[src/rtl/mux8_sched_pkg.sv]
// Shared constants and FSM state encoding for the 8-lane round-robin scheduler.
package mux8_sched_pkg;
  localparam int NUM_LANES = 8;
  localparam int SEL_W = 3;
  localparam logic [SEL_W-1:0] PTR_RST = 3'd7;

  typedef enum logic {
    IDLE = 1'b0,
    BUSY = 1'b1
  } state_t;
endpackage

[src/rtl/rr_pick8.sv]
// Combinational round-robin picker: first set req bit after ptr, wrapping mod 8.
module rr_pick8
  import mux8_sched_pkg::*;
(
  input  logic [NUM_LANES-1:0] req,
  input  logic [SEL_W-1:0]     ptr,
  output logic                 any,
  output logic [SEL_W-1:0]     idx,
  output logic [NUM_LANES-1:0] onehot
);

  logic [SEL_W-1:0] cand;

  always_comb begin
    any    = 1'b0;
    idx    = '0;
    cand   = '0;
    onehot = '0;
    // Offset 8 wraps back onto ptr itself, so that lane is searched last.
    for (int k = 1; k <= NUM_LANES; k++) begin
      cand = ptr + SEL_W'(k);
      if (!any && req[cand]) begin
        any = 1'b1;
        idx = cand;
      end
    end
    if (any) onehot[idx] = 1'b1;
  end

endmodule

[src/rtl/mux8_rr_scheduler.sv]
// 8:1 round-robin scheduler with a one-entry registered output and ready/valid handshake.
module mux8_rr_scheduler
  import mux8_sched_pkg::*;
#(
  parameter int WIDTH = 1
) (
  input  logic                       clk,
  input  logic                       rst,
  input  logic [NUM_LANES-1:0]       req,
  input  logic [NUM_LANES*WIDTH-1:0] data_in,
  output logic [NUM_LANES-1:0]       grant,
  output logic                       out_valid,
  input  logic                       out_ready,
  output logic [WIDTH-1:0]           out_data,
  output logic [SEL_W-1:0]           out_sel
);

  state_t           state, state_d;
  logic [SEL_W-1:0] ptr;
  logic             pick_any;
  logic [SEL_W-1:0] pick_idx;
  logic [NUM_LANES-1:0] pick_onehot;
  logic             capture;
  logic [WIDTH-1:0] lane_data;

  rr_pick8 u_pick (
    .req    (req),
    .ptr    (ptr),
    .any    (pick_any),
    .idx    (pick_idx),
    .onehot (pick_onehot)
  );

  assign lane_data = data_in[pick_idx*WIDTH +: WIDTH];

  // The output slot is free when empty or being drained this edge; reset masks grant.
  assign capture = rst && pick_any && ((state == IDLE) || out_ready);
  assign grant   = capture ? pick_onehot : '0;
  assign out_valid = (state == BUSY);

  always_ff @(posedge clk or negedge rst) begin
    if (!rst) state <= IDLE;
    else      state <= state_d;
  end

  always_comb begin
    state_d = state;
    if (capture)                          state_d = BUSY;
    else if ((state == BUSY) && out_ready) state_d = IDLE;
  end

  always_ff @(posedge clk or negedge rst) begin
    if (!rst) begin
      ptr      <= PTR_RST;
      out_data <= '0;
      out_sel  <= '0;
    end else if (capture) begin
      ptr      <= pick_idx;
      out_data <= lane_data;
      out_sel  <= pick_idx;
    end
  end

endmodule
[config.mk]
export PLATFORM = sky130hd
export DESIGN_NAME = mux8_rr_scheduler
export DESIGN_NICKNAME = d
export VERILOG_FILES = /design/src/rtl/mux8_sched_pkg.sv /design/src/rtl/rr_pick8.sv /design/src/rtl/mux8_rr_scheduler.sv
export SDC_FILE = /design/constraint.sdc
export NUM_CORES = 1
export LEC_CHECK = 0
export CORE_MARGIN = 2
export CORE_UTILIZATION = 27
export CTS_CLUSTER_DIAMETER = 50
export DETAILED_ROUTE_END_ITERATION = 12
export GPL_TIMING_DRIVEN = 1
export PLACE_DENSITY = 0.58
export SLEW_MARGIN = 5
export SYNTH_ARGS = -nofsm -noshare
export SYNTH_HDL_FRONTEND = slang
export SYNTH_HIERARCHICAL = 1
export SYNTH_SLANG_ARGS = --single-unit
[constraint.sdc]
create_clock -name clk -period 8.25 [get_ports clk]
set_clock_uncertainty 0.15 [all_clocks]
set_input_delay 1.65 -clock clk [delete_from_list [all_inputs] [get_ports clk]]
set_output_delay 1.65 -clock clk [all_outputs]
set_load 0.03 [all_outputs]
# Word level (Yosys, flattened, before mapping)
# Cells that the tools add are included.
# W data, S select, Z words.
[word_totals]
regBits = 8
word_cells = 81
[op_classes]
addsub = 7
magnitude_cmp = 10
n_shift = 1
n_mux = 38
bitwise = 1
reduce_logical = 20
[ops]
columns = ["operator", "count"]
rows = [
  ["$lt A3 B4 Y1 const B", 9],
  ["$bmux W1 S3", 8],
  ["$mux W3", 8],
  ["$mux W1", 19],
  ["$mux W8", 2],
  ["$add A3 B3 Y3 const B", 4],
  ["$logic_and A1 B1 Y1", 11],
  ["$shiftx A8 B4 Y1", 1],
  ["$logic_not A1 Y1", 7],
  ["$add A3 B2 Y3 const B", 2],
  ["$add A3 B1 Y3 const B", 1],
  ["$demux W1 S3", 1],
  ["$ge A3 B1 Y1 const B", 1],
  ["$reduce_bool A2 Y1", 1],
  ["$logic_or A1 B1 Y1", 1],
  ["$not A1 Y1", 1],
]

# Depth between registers and ports, before layout
[depth]
word_depth = 31
depth_mapped = 16

# Hierarchy
# The synthesis kept the hierarchy.
[by_module_without_submodules]
columns = ["module", "instances", "cells_per_inst", "area_each_um2", "seq_area_each_um2"]
rows = [
  ["rr_pick8", 1, 124, 1144.8, 0.0],
  ["mux8_rr_scheduler", 1, 36, 439.2, 203.9],
]

# Worst setup path after synthesis
# No wires, ideal clock.
[synth_timing]
path_kind = "input to output"
from = "in req[3]"
to = "out grant[0]"
arrival_ps = 3946
setup_slack_ps = 2504
cell_stages = 9
path_cell_list = "mux4_1 > mux2_4 > o41ai_1 > nand2b_1 > o211ai_1 > o211a_4 > inv_4 > nor3_1 > and2_1"
[synth_via]
elab_chain_cells = 30
[synth_rtl]
columns = ["item", "line_no", "text"]
rows = [
  ["start, declared", "mux8_rr_scheduler.sv:9", "input logic [NUM_LANES-1:0] req,"],
  ["$bmux W1 S3", "rr_pick8.sv:22", "if (!any && req[cand]) begin"],
  ["$mux W1 (implied by the code)", "rr_pick8.sv:22", ""],
  ["$mux W1", "rr_pick8.sv:22", ""],
  ["$logic_not A1 Y1", "rr_pick8.sv:22", ""],
  ["$logic_and A1 B1 Y1", "rr_pick8.sv:22", ""],
  ["$mux W1", "rr_pick8.sv:22", ""],
  ["$logic_not A1 Y1", "rr_pick8.sv:22", ""],
  ["$logic_and A1 B1 Y1", "rr_pick8.sv:22", ""],
  ["[... 16 more ...]", "n/a", ""],
  ["named net pick_idx[1]", "mux8_rr_scheduler.sv:21", "logic [SEL_W-1:0] pick_idx;"],
  ["$lt A3 B4 Y1 (implied by the code) or $ge A3 B1 Y1 (tied branches)", "rr_pick8.sv:27", "if (any) onehot[idx] = 1'b1;"],
  ["$logic_and A1 B1 Y1 (implied by the code)", "rr_pick8.sv:27", ""],
  ["$mux W1 (implied by the code)", "rr_pick8.sv:27", ""],
  ["$demux W1 S3 *", "n/a", ""],
  ["$mux W8 *", "rr_pick8.sv:27", ""],
  ["named net pick_onehot[0]", "mux8_rr_scheduler.sv:22", "logic [NUM_LANES-1:0] pick_onehot;"],
  ["$mux W8 *", "mux8_rr_scheduler.sv:38", "assign grant = capture ? pick_onehot : '0;"],
  ["end, declared", "mux8_rr_scheduler.sv:11", "output logic [NUM_LANES-1:0] grant,"],
]
# Mark *: on every way through the listed nets, which the timed path passes. The rest lies on a longest branch. The select of a mux whose other input is x is not followed.

# Worst setup path after layout
[layout_timing]
from = "in req[3]"
to = "out grant[7]"
# The elaborated chain is that of the path after synthesis.

==> results.json <==
{
  "run_status": "completed",
  "most_repeated_cell_in_the_gate_level_netlist_after_synthesis": "sky130_fd_sc_hd__mux2i_1",
  "clk_pin_slew_worst_paths_ns": 0.04,
  "cts_repair_resize_count": 0,
  "reg2regPathDepth": 12,
  "first_pass_iters": 4,
  "unrepaired_setup_endpoints_after_global_routing": "false",
  "critical-path-max-stage-delay_ns": 0.67,
  "cp.arrival_ns": 5.33,
  "synth_largest_area_cell": "sky130_fd_sc_hd__mux4_2",
  "design.final.nets": 208,
  "detailroute.via_count": 1397,
  "critical_path_required_ns": 6.45,
  "path_buf_inv": 3,
  "fmax_mhz": 140,
  "hold-worst-slack_ns": 0.352,
  "route.detailed.vias_per_inst": 5.41,
  "synthArstFlopShare_pct": 100,
  "cts.hold.buffers_added": 0,
  "grt_max_degree": 24,
  "grt_util_all_layers_pct": 11.7,
  "dominantRegCellSynth": "sky130_fd_sc_hd__dfrtp_1",
  "synth-seq-cells": 8,
  "yosysUniqueCellTypes": 58,
  "synth.area.top_cells": "sky130_fd_sc_hd__mux4_2 11%, sky130_fd_sc_hd__mux2i_1 10%, sky130_fd_sc_hd__dfrtp_1 7.9%",
  "detail-route-antenna-nets": 0,
  "globalRouteOverflowTotal": 0,
  "netlist_area_um2": 1580,
  "slew_at_the_pin_with_the_worst_max_slew_slack_ns": 0.654,
  "fin_tns_setup_ns": 0,
  "timing_worst_setup_path_type": "in2out",
  "ctsRootBufferMaster": "sky130_fd_sc_hd__clkbuf_8",
  "final_setup_vio_count": 0,
  "tritoncts_num_sinks": 8,
  "timing.critical_path.from": "req[3]",
  "kind_of_path_behind_the_tightest_hold_check": "reg2reg",
  "post_cts.repair.setup_buffers": 0,
  "syn_area_per_cell_um2": 9.90,
  "r2r_setup_slack_ns": 3.49,
  "drc": 0,
  "slew_violations": 0,
  "first_global_vias": 1280,
  "placement.io_buffers": 31,
  "crit_chain": "clkdlybuf4s50_1, mux4_1, mux2_4, o41ai_1, o32ai_1, o211a_4, inv_4, nor3b_2, and2_1, clkdlybuf4s50_1",
  "num_io_pins": 32,
  "crit_path_frequent_cell": "sky130_fd_sc_hd__clkdlybuf4s50_1",
  "syn-instance-count": 160,
  "synth_fp_nets": 181,
  "dieWidth_um": 80.6,
  "post-route-min-period_ns": 7.13,
  "areaGrowthSynthToFinish_pct": 23.4,
  "yosysSeqAreaShare_pct": 12.9,
  "critPathMaxFanout": 12,
  "worst_r2r_start": "ptr[0]",
  "fp-row-count": 27,
  "detail_route.wl_per_cell_um": 14.5,
  "count_of_flip_flops_with_a_built_in_enable_after_synthesis": 0,
  "worst_setup_path_start_kind": "input pin",
  "worst_path_dominant_cell_family": "buffers and inverters",
  "start_util_pct": 28.4,
  "endpoint": "grant[7]",
  "max-clock-path-buffers": 2,
  "cp.depth": 10,
  "timing.critical_path.slowest_stage_cell": "sky130_fd_sc_hd__clkdlybuf4s50_1",
  "max_cap_violations": 0,
  "chipHeight_um": 80.6,
  "crit-reg2reg-capture": "out_data",
  "place_hpwl_mm": 2.94,
  "final.fill_count": 594,
  "ys_warn_count": 6,
  "timing.slew.headroom_pct": 56.1,
  "first_iter_violations": 88,
  "core_region_area_um2": 5570,
  "min_period_over_period_pct": 86.4,
  "post-synth-top-area-fraction_pct": 11.4,
  "grt_first_pass_wirelength_mm": 6.20,
  "ctsHtreeMaxLevel": 1,
  "tritoncts.num_buffers": 3,
  "design.die.area_um2": 6500,
  "cts_tree": "built",
  "wirelength_mm": 3.74,
  "hold_viol_final": 0,
  "clock_latency_ns": 0.23,
  "crit_path_end_kind": "output port",
  "grt_antenna_before_repair": 0,
  "fraction_of_layout_cells_with_a_size_suffix_above_1_pct": 22.6,
  "antennaDiodeCount": 0,
  "gp_congestion": 0.811
}
cells in the final DEF (no fill, tap or decap), types with 4 or more instances in the layout:
cell type	count
sky130_fd_sc_hd__inv_1	8
sky130_fd_sc_hd__a21oi_1	6
sky130_fd_sc_hd__dfrtp_1	5
sky130_fd_sc_hd__and2_1	8
sky130_fd_sc_hd__nor3_1	5
sky130_fd_sc_hd__nor2_1	8
sky130_fd_sc_hd__mux2i_1	16
sky130_fd_sc_hd__nand2_1	7
sky130_fd_sc_hd__mux2_1	4
sky130_fd_sc_hd__mux4_2	8
sky130_fd_sc_hd__o21ai_0	5
sky130_fd_sc_hd__mux2_2	8
sky130_fd_sc_hd__clkdlybuf4s50_1	31
sky130_fd_sc_hd__nand2b_1	4
area by class of cell:
cell class,instances,area (um2),share of cell area [%]
well taps,72,90.1,4.61
inverters,10,40.0,2.05
clock buffers,4,45.0,2.30
repair buffers,31,310,15.9
multi-input cells,133,1260,64.7
flip-flops and latches,8,204,10.4
per-stage QoR:
stage | util, % | setup slack, ns | cells | instance area (um2)
final | 35.1 | 1.12 | 258 | 1950
after detailed placement | 34.3 | 1.14 | 254 | 1910
after CTS | 35.1 | 1.12 | 258 | 1950
after global routing | 35.1 | 0.837 | 258 | 1950
after floorplan | - | 2.50 | 160 | 1580
after global placement | 34.3 | 1.19 | 254 | 1910
sequential cells by signal, indices dropped and copies added, names as in the netlist:
register,cells
out_data,1
out_sel,3
out_valid,1
ptr,3
worst min-delay path by stage:
stage          startpoint    endpoint  cells past startpoint
2_1_floorplan      ptr[2]      ptr[2]                      1
3_3_place_gp   out_sel[0]  out_sel[0]                      1
3_5_place_dp   out_sel[1]  out_sel[1]                      1
4_1_cts        out_sel[1]  out_sel[1]                      1
5_1_grt        out_sel[1]  out_sel[1]                      1
6_report       out_sel[1]  out_sel[1]                      1
cell families (layout without fill, tap and decap cells):
logic type      after synthesis  after routing  share of synthesized area, %
mux                          40             40                          35.9
compound gates               36             36                          18.9
simple gates                 52             52                          21.8
xor+xnor                      3              3                          1.66
buf+inv                      19             45                          7.27
fa+ha+maj                     2              2                          1.58
flops                         8              8                          12.9
worst reg2reg max path: stages, from the launching register on:
cell and delay, ns:
sky130_fd_sc_hd__dfstp_2 0.87, sky130_fd_sc_hd__inv_1 0.26, sky130_fd_sc_hd__ha_1 0.33, sky130_fd_sc_hd__xor2_1 0.54
sky130_fd_sc_hd__mux4_2 0.62, sky130_fd_sc_hd__o41ai_1 0.59, sky130_fd_sc_hd__nand2b_1 0.14, sky130_fd_sc_hd__o211ai_1 0.15
sky130_fd_sc_hd__o211a_4 0.23, sky130_fd_sc_hd__inv_4 0.08, sky130_fd_sc_hd__mux2i_1 0.12, sky130_fd_sc_hd__mux4_2 0.47
sky130_fd_sc_hd__mux2i_1 0.14
layer usage:
metal | GRT usage, % | share of wire, % | vias to the layer above | wire length (um)
met5 | 0 | 0 | - | 0
met1 | 17.0 | 47 | 693 | 1740
met2 | 19.3 | 50 | 27 | 1860
li1 | - | - | 675 | -
met4 | 2.03 | 0.16 | 0 | 6
met3 | 0.674 | 3.6 | 2 | 134
Power is left out: the tool's default activity adds up to more than one toggle a clock period on the data nets, which glitch-free logic cannot reach.
